`config.mk`:
```
export PLATFORM = sky130hd
export DESIGN_NAME = multu_hilo_unit_flat
export DESIGN_NICKNAME = d
export VERILOG_FILES = /design/src/rtl/multu_hilo_unit_if.sv /design/src/rtl/multu_hilo_unit.sv /design/src/flat_wrapper.sv
export SDC_FILE = /design/constraint.sdc
export NUM_CORES = 1
export LEC_CHECK = 0
export CORE_MARGIN = 2
export CORE_UTILIZATION = 56
export DETAILED_ROUTE_END_ITERATION = 6
export PLACE_DENSITY = 0.8
export SYNTH_ARGS = -nofsm -noshare
export SYNTH_HDL_FRONTEND = slang
export SYNTH_SLANG_ARGS = --single-unit
```
`constraint.sdc`:
```
create_clock -name clk -period 3 [get_ports clk]
set_input_delay 0.3 -clock clk [delete_from_list [all_inputs] [get_ports clk]]
set_output_delay 0.3 -clock clk [all_outputs]
set_load 0.02 [all_outputs]
```
`src/rtl/multu_hilo_unit_if.sv`:
```
// ----------------------------------------------------------------------------
// multu_hilo_unit_if : request/response bundle between the issuing stage and
//                      the MULTU/MFHI/MFLO execute unit.
// Rev 1.0
// ----------------------------------------------------------------------------
`default_nettype none

interface multu_hilo_unit_if #(
  parameter int WIDTH = 32
);
  logic             req;
  logic [1:0]       ALUOp;
  logic [5:0]       Funct;
  logic [WIDTH-1:0] dataA;
  logic [WIDTH-1:0] dataB;
  logic             busy;
  logic             stall;
  logic             done;
  logic [WIDTH-1:0] dataOut;
  logic             outValid;

  modport master (
    output req, ALUOp, Funct, dataA, dataB,
    input  busy, stall, done, dataOut, outValid
  );

  modport slave (
    input  req, ALUOp, Funct, dataA, dataB,
    output busy, stall, done, dataOut, outValid
  );
endinterface

`default_nettype wire

```
`src/rtl/multu_hilo_unit.sv`:
```
// ----------------------------------------------------------------------------
// multu_hilo_unit : multi-cycle shift-add MULTU into HI/LO with MFHI/MFLO reads.
//                   Optional early exit controlled by MULTU_EARLY_EXIT_EN.
// Rev 1.0
// ----------------------------------------------------------------------------
`default_nettype none

module multu_hilo_unit #(
  parameter int         WIDTH   = 32,
  parameter logic [5:0] F_MULTU = 6'b011001,
  parameter logic [5:0] F_MFHI  = 6'b010000,
  parameter logic [5:0] F_MFLO  = 6'b010010
) (
  input  wire logic         clk,
  input  wire logic         rst,
  multu_hilo_unit_if.slave  bus
);

  localparam int         CW     = $clog2(WIDTH) + 1;
  localparam logic [1:0] S_IDLE = 2'd0;
  localparam logic [1:0] S_MUL  = 2'd1;
  localparam logic [1:0] S_DONE = 2'd2;

  logic [1:0]         r_state;
  logic [1:0]         w_state_nxt;
  logic [2*WIDTH-1:0] r_p;
  logic [2*WIDTH-1:0] w_p_step;
  logic [2*WIDTH-1:0] w_p_final;
  logic [WIDTH-1:0]   r_m;
  logic [WIDTH-1:0]   r_hi;
  logic [WIDTH-1:0]   r_lo;
  logic [WIDTH-1:0]   r_dout;
  logic [CW-1:0]      r_cnt;
  logic               r_ovalid;
  logic [WIDTH:0]     w_sum;
  logic               w_ours;
  logic               w_take;
  logic               w_start;
  logic               w_last;

  assign w_ours  = bus.req && (bus.ALUOp == 2'b10) &&
                   ((bus.Funct == F_MULTU) || (bus.Funct == F_MFHI) || (bus.Funct == F_MFLO));
  assign w_take  = w_ours && (r_state != S_MUL);
  assign w_start = w_take && (bus.Funct == F_MULTU);

  // Upper half accumulates the multiplicand; the carry lands in the shifted-in MSB.
  assign w_sum    = {1'b0, r_p[2*WIDTH-1:WIDTH]} + (r_p[0] ? {1'b0, r_m} : '0);
  assign w_p_step = {w_sum, r_p[WIDTH-1:1]};

`ifdef MULTU_EARLY_EXIT_EN
  logic [WIDTH-1:0] r_q;
  logic [CW-1:0]    w_shamt;

  // r_q mirrors the multiplier bits not yet consumed; once none remain after
  // this step, the rest of the multiply is a pure right shift.
  assign w_shamt   = CW'(WIDTH - 1) - r_cnt;
  assign w_last    = (r_cnt == CW'(WIDTH - 1)) || (r_q[WIDTH-1:1] == '0);
  assign w_p_final = w_p_step >> w_shamt;
`else
  assign w_last    = (r_cnt == CW'(WIDTH - 1));
  assign w_p_final = w_p_step;
`endif

  always_ff @(posedge clk) begin
    if (rst) begin
      r_state <= S_IDLE;
    end else begin
      r_state <= w_state_nxt;
    end
  end

  always_comb begin
    w_state_nxt = r_state;
    case (r_state)
      S_IDLE, S_DONE: w_state_nxt = w_start ? S_MUL : S_IDLE;
      S_MUL:          w_state_nxt = w_last ? S_DONE : S_MUL;
      default:        w_state_nxt = S_IDLE;
    endcase
  end

  always_comb begin
    bus.busy  = (r_state == S_MUL);
    bus.done  = (r_state == S_DONE);
    bus.stall = w_ours && (r_state == S_MUL);
  end

  assign bus.dataOut  = r_dout;
  assign bus.outValid = r_ovalid;

  always_ff @(posedge clk) begin
    if (rst) begin
      r_p      <= '0;
      r_m      <= '0;
      r_cnt    <= '0;
      r_hi     <= '0;
      r_lo     <= '0;
      r_dout   <= '0;
      r_ovalid <= 1'b0;
`ifdef MULTU_EARLY_EXIT_EN
      r_q      <= '0;
`endif
    end else begin
      r_ovalid <= 1'b0;
      if (w_start) begin
        r_p   <= {{WIDTH{1'b0}}, bus.dataB};
        r_m   <= bus.dataA;
        r_cnt <= '0;
`ifdef MULTU_EARLY_EXIT_EN
        r_q   <= bus.dataB;
`endif
      end else if (r_state == S_MUL) begin
        r_p   <= w_p_step;
        r_cnt <= r_cnt + 1'b1;
`ifdef MULTU_EARLY_EXIT_EN
        r_q   <= r_q >> 1;
`endif
        if (w_last) begin
          {r_hi, r_lo} <= w_p_final;
        end
      end
      if (w_take && (bus.Funct == F_MFHI)) begin
        r_dout   <= r_hi;
        r_ovalid <= 1'b1;
      end else if (w_take && (bus.Funct == F_MFLO)) begin
        r_dout   <= r_lo;
        r_ovalid <= 1'b1;
      end
    end
  end

endmodule

`default_nettype wire

```
`src/flat_wrapper.sv`:
```
// flat-port wrapper written by rule: the top's interface ports become plain ports
module multu_hilo_unit_flat 
#(
  parameter int         WIDTH   = 32,
  parameter logic [5:0] F_MULTU = 6'b011001,
  parameter logic [5:0] F_MFHI  = 6'b010000,
  parameter logic [5:0] F_MFLO  = 6'b010010
)
  (clk, rst, bus_req, bus_ALUOp, bus_Funct, bus_dataA, bus_dataB, bus_busy, bus_stall, bus_done, bus_dataOut, bus_outValid);
  multu_hilo_unit_if #(.WIDTH(WIDTH)) bus_i ();
  input  wire logic clk;
  input  wire logic rst;
  input wire logic [$bits(bus_i.req)-1:0] bus_req;
  input wire logic [$bits(bus_i.ALUOp)-1:0] bus_ALUOp;
  input wire logic [$bits(bus_i.Funct)-1:0] bus_Funct;
  input wire logic [$bits(bus_i.dataA)-1:0] bus_dataA;
  input wire logic [$bits(bus_i.dataB)-1:0] bus_dataB;
  output wire logic [$bits(bus_i.busy)-1:0] bus_busy;
  output wire logic [$bits(bus_i.stall)-1:0] bus_stall;
  output wire logic [$bits(bus_i.done)-1:0] bus_done;
  output wire logic [$bits(bus_i.dataOut)-1:0] bus_dataOut;
  output wire logic [$bits(bus_i.outValid)-1:0] bus_outValid;
  assign bus_i.req = bus_req;
  assign bus_i.ALUOp = bus_ALUOp;
  assign bus_i.Funct = bus_Funct;
  assign bus_i.dataA = bus_dataA;
  assign bus_i.dataB = bus_dataB;
  assign bus_busy = bus_i.busy;
  assign bus_stall = bus_i.stall;
  assign bus_done = bus_i.done;
  assign bus_dataOut = bus_i.dataOut;
  assign bus_outValid = bus_i.outValid;
  multu_hilo_unit #(.WIDTH(WIDTH), .F_MULTU(F_MULTU), .F_MFHI(F_MFHI), .F_MFLO(F_MFLO)) u_core (.clk(clk), .rst(rst), .bus(bus_i));
endmodule
```
==> metrics.md <==
| Metric | Value |
|---|---|
| CTS tree | yes |
| Synth Flop Type | dfxtp_1 |
| Total gr overflow | 0 |
| Syn Area/Cell | 8.07 um2 |
| Rel. slew slack | 36.9% |
| Post-route minimum period | 2.85 ns |
| Pins Over Slew Limit | 0 |
| Post-CTS setup buffers | 0 |
| Max VDD drop | 0.394 mV |
| WS Path Type | in2out |
| Clk root buf | clkbuf_16 |
| Top-level port count | 111 |
| Final Hold Viols | 0 |
| Antenna Cells | 0 |
| Min-Delay Path Depth | 3 |
| Post-Synth Simple-Gate Area | 22.0% |
| Setup Skew | 0.0119 ns |
| Routability congestion estimate | 0.989 |
| Initial Util | 57.6% |
| Synthesized flop and latch total | 201 |
| Mux contribution to synthesized area | 3.44% |
| First drt pass iteration count | 5 |
| Crit-path max FO | 5 |
| H-tree Lvls | 1 |
| CP peak stage delay | 0.71 ns |
| Compound-Gate Fraction of Synth Area | 21.6% |
| Die W | 135 um |
| Reg2Reg Depth | 10 |
| Largest family of logic cells by synthesized area | simple AND/OR/NAND/NOR gates |
| Min Hold Slack | 0.336 ns |
| Stages on the worst setup path | 5 |
| Fin Setup TNS | 0 ns |
| Metal2 WL | 12.6 mm |
| Top routing layer in use | met4 |
| # DRC | 0 |
| Routed vias | 8960 |
| Post-synthesis adder-cell area fraction | 4.51% |
| Worst hold path class | in2reg |
| Post-synthesis cell area | 9590 um2 |
| Largest net degree at the start of global routing | 87 |
| Slew @ Worst Pin | 0.947 ns |
| Warnings, synthesis | 0 |
| Worst path most repeated cell | clkdlybuf4s50_1 |
| Final Cycle Share | 95.1% |
| Synth cell types | 54 |
| WL met1 | 11.2 mm |
| Highest attainable clock frequency | 0.350 GHz |
| Worst-Skew Late Latency | 0.51 ns |
| IO Port Bufs | 110 |
| Final total power | 5.40 mW |
| FF-to-FF setup slack | 0.19 ns |
| Total Routing Usage GR | 28.4% |
| Status | finished, final reports clean |
| Met3 Routed Length | 1.42 mm |
| Register area share after synthesis | 42.0% |
| CTS Buf Count | 22 |
| Clock Sinks | 201 |
| Most common cell after layout, fill and taps aside | nand2_1 |
| Design area | 11600 um2 |
| Worst-path clk slew | 0.06 ns |
| Critical Path, Cell by Cell | clkdlybuf4s50_1 -> nand4b_1 -> or3_1 -> nor3_1 -> clkdlybuf4s50_1 |
| Post-synth EDFFs | 0 |
| Worst path required time | 2.70 ns |
| Core Region | 16600 um2 |
| Ratio of cells with drive above 1 in the final layout | 6.56% |
| Slowest-stage cell, CP | clkdlybuf4s50_1 |
| Routed WL per cell | 17.4 um |
| Final ANT Viol Nets | 0 |
| Area delta synth->final | 20.7% |
| Arr. time, crit path | 2.55 ns |
| Antenna violations before repair | 0 |
| RSZ-0062 raised after global routing | no |
| Buffers from clock root to sink, at most | 3 |
| Worst setup EP type | output pin |
| Top delay family on crit path | buffers and inverters |
| Die area | 18200 um2 |
| Fill count | 1409 |
| Pwr Density | 467 nW/um2 |
| Max-Cap Viols | 0 |
| Detailed Route WL | 26.2 mm |
| Via-to-Cell Ratio | 5.97 |
| Final nets | 1377 |
| Post-DP HPWL | 18.1 mm |
| DRT iter0 DRCs | 706 |
| Syn_nets | 1298 |
| Multi-input gate area | 5190 um2 |
| Cell row count | 47 |
| Crit path buf inv count | 2 |
| Die Height | 135 um |
| Leakage | 4.23 nW |
| Vias in the first global route | 8589 |
| First-pass GRT wire length | 42.2 mm |
| Area after DPL | 10900 um2 |
| Most frequent cells in the layout | 239 x nand2_1, 201 x dfxtp_1, 162 x a21oi_1 |
| Critical Path Source Type | input pin |
| Asr flop ratio synth | 0% |
| Count of final setup violators | 0 |
| Post-Synthesis Cells | 1189 |
| Synth Area in XOR/XNOR | 2.28% |
| Sequential Area | 4020 um2 |
[worst min-delay path: cells and delay by family]
kind,cells,cell delay [ns]
buffers and inverters,1,0.39
and+or+nand+nor,1,0.05
AOI/OAI and AO/OA,1,0.05
[where the power goes]
part	switching, mW	internal, mW	total, mW	leakage, nW
combinational	0.0878	0.110	0.198	2.28
clock	1.06	1.47	2.53	0.329
sequential	0.00193	2.67	2.67	1.62
total	1.15	4.26	5.40	4.23
[worst paths after layout]
check / startpoint / end
max: bus_ALUOp[1] / bus_stall
min: bus_dataA[17] / u_core.r_m[17]$_SDFFE_PP0N_
max reg2reg: u_core.r_p[0]$_SDFFE_PP0P_ / u_core.r_p[59]$_SDFFE_PP0P_
min reg2reg: u_core.r_m[5]$_SDFFE_PP0N_ / u_core.r_m[5]$_SDFFE_PP0N_
[kinds of logic after synthesis]
logic type | Yosys count
compound gates | 337
xor+xnor | 25
fa+ha+maj | 34
buf+inv | 99
flops | 201
mux | 33
simple gates | 460
[cells in the mapped netlist, drive strengths merged (5+ instances only)]
cell type    n  area share [%]
a21oi      163             8.5
or4         12            0.94
clkbuf      60             2.3
o211ai       5            0.44
nor2        70             2.7
a211oi      42             3.3
and3         6            0.39
xnor2        8            0.73
ha          33             4.3
nand3b      12            0.94
buf         27             1.4
o31ai        8            0.68
nand3       34             1.8
a31oi        9            0.59
nand4       14            0.91
nand4b       8            0.73
dfxtp      201              42
mux2i       33             3.4
xor2        17             1.6
nand2      240             9.4
o21ai       38             2.0
a21o        16             1.3
nor3        14            0.78
a22oi       34             2.7
inv         12            0.47
nand2b       7            0.46
and2        34             2.2
[stage by stage]
step,util [%],instances,setup WS (ns)
4_1_cts,69.5,1501,0.124
3_3_place_gp,65.4,1464,0.204
6_report,69.6,1501,0.147
3_5_place_dp,65.4,1464,0.147
5_1_grt,69.6,1501,0.0218
2_1_floorplan,-,1189,0.453
[flip-flops by register name, indices dropped and copies added, names as in the netlist]
| register | flops |
|---|---|
| u_core.r_p | 64 |
| u_core.bus.dataOut | 32 |
| u_core.r_hi | 32 |
| u_core.r_lo | 32 |
| u_core.r_m | 32 |
| u_core.r_cnt | 6 |
| u_core.r_state | 2 |
| u_core.bus.outValid | 1 |
[layout make-up]
cell class / count / share of cell area [%]
sequential: 201 / 34.8
clock inverter: 4 / 0.292
tap: 220 / 2.38
inverter: 12 / 0.389
clock buffer: 33 / 5.54
multi-input combinational: 889 / 44.9
timing repair buffer: 142 / 11.8
[what timing repair did]
action / 4_1_cts / 5_1_grt
hold endpoints to repair: 0 / 0
resized for setup: 0 / 4
hold buffers: 0 / 0
endpoints found under the setup margin: 0 / 10
[layer usage]
metal,global-route usage [%],vias to the layer above
met5,0,-
met4,11.1,0
met3,3.23,74
met2,48.6,293
met1,36.8,4236
li1,-,4357
Power figures use the tool's default switching activity.
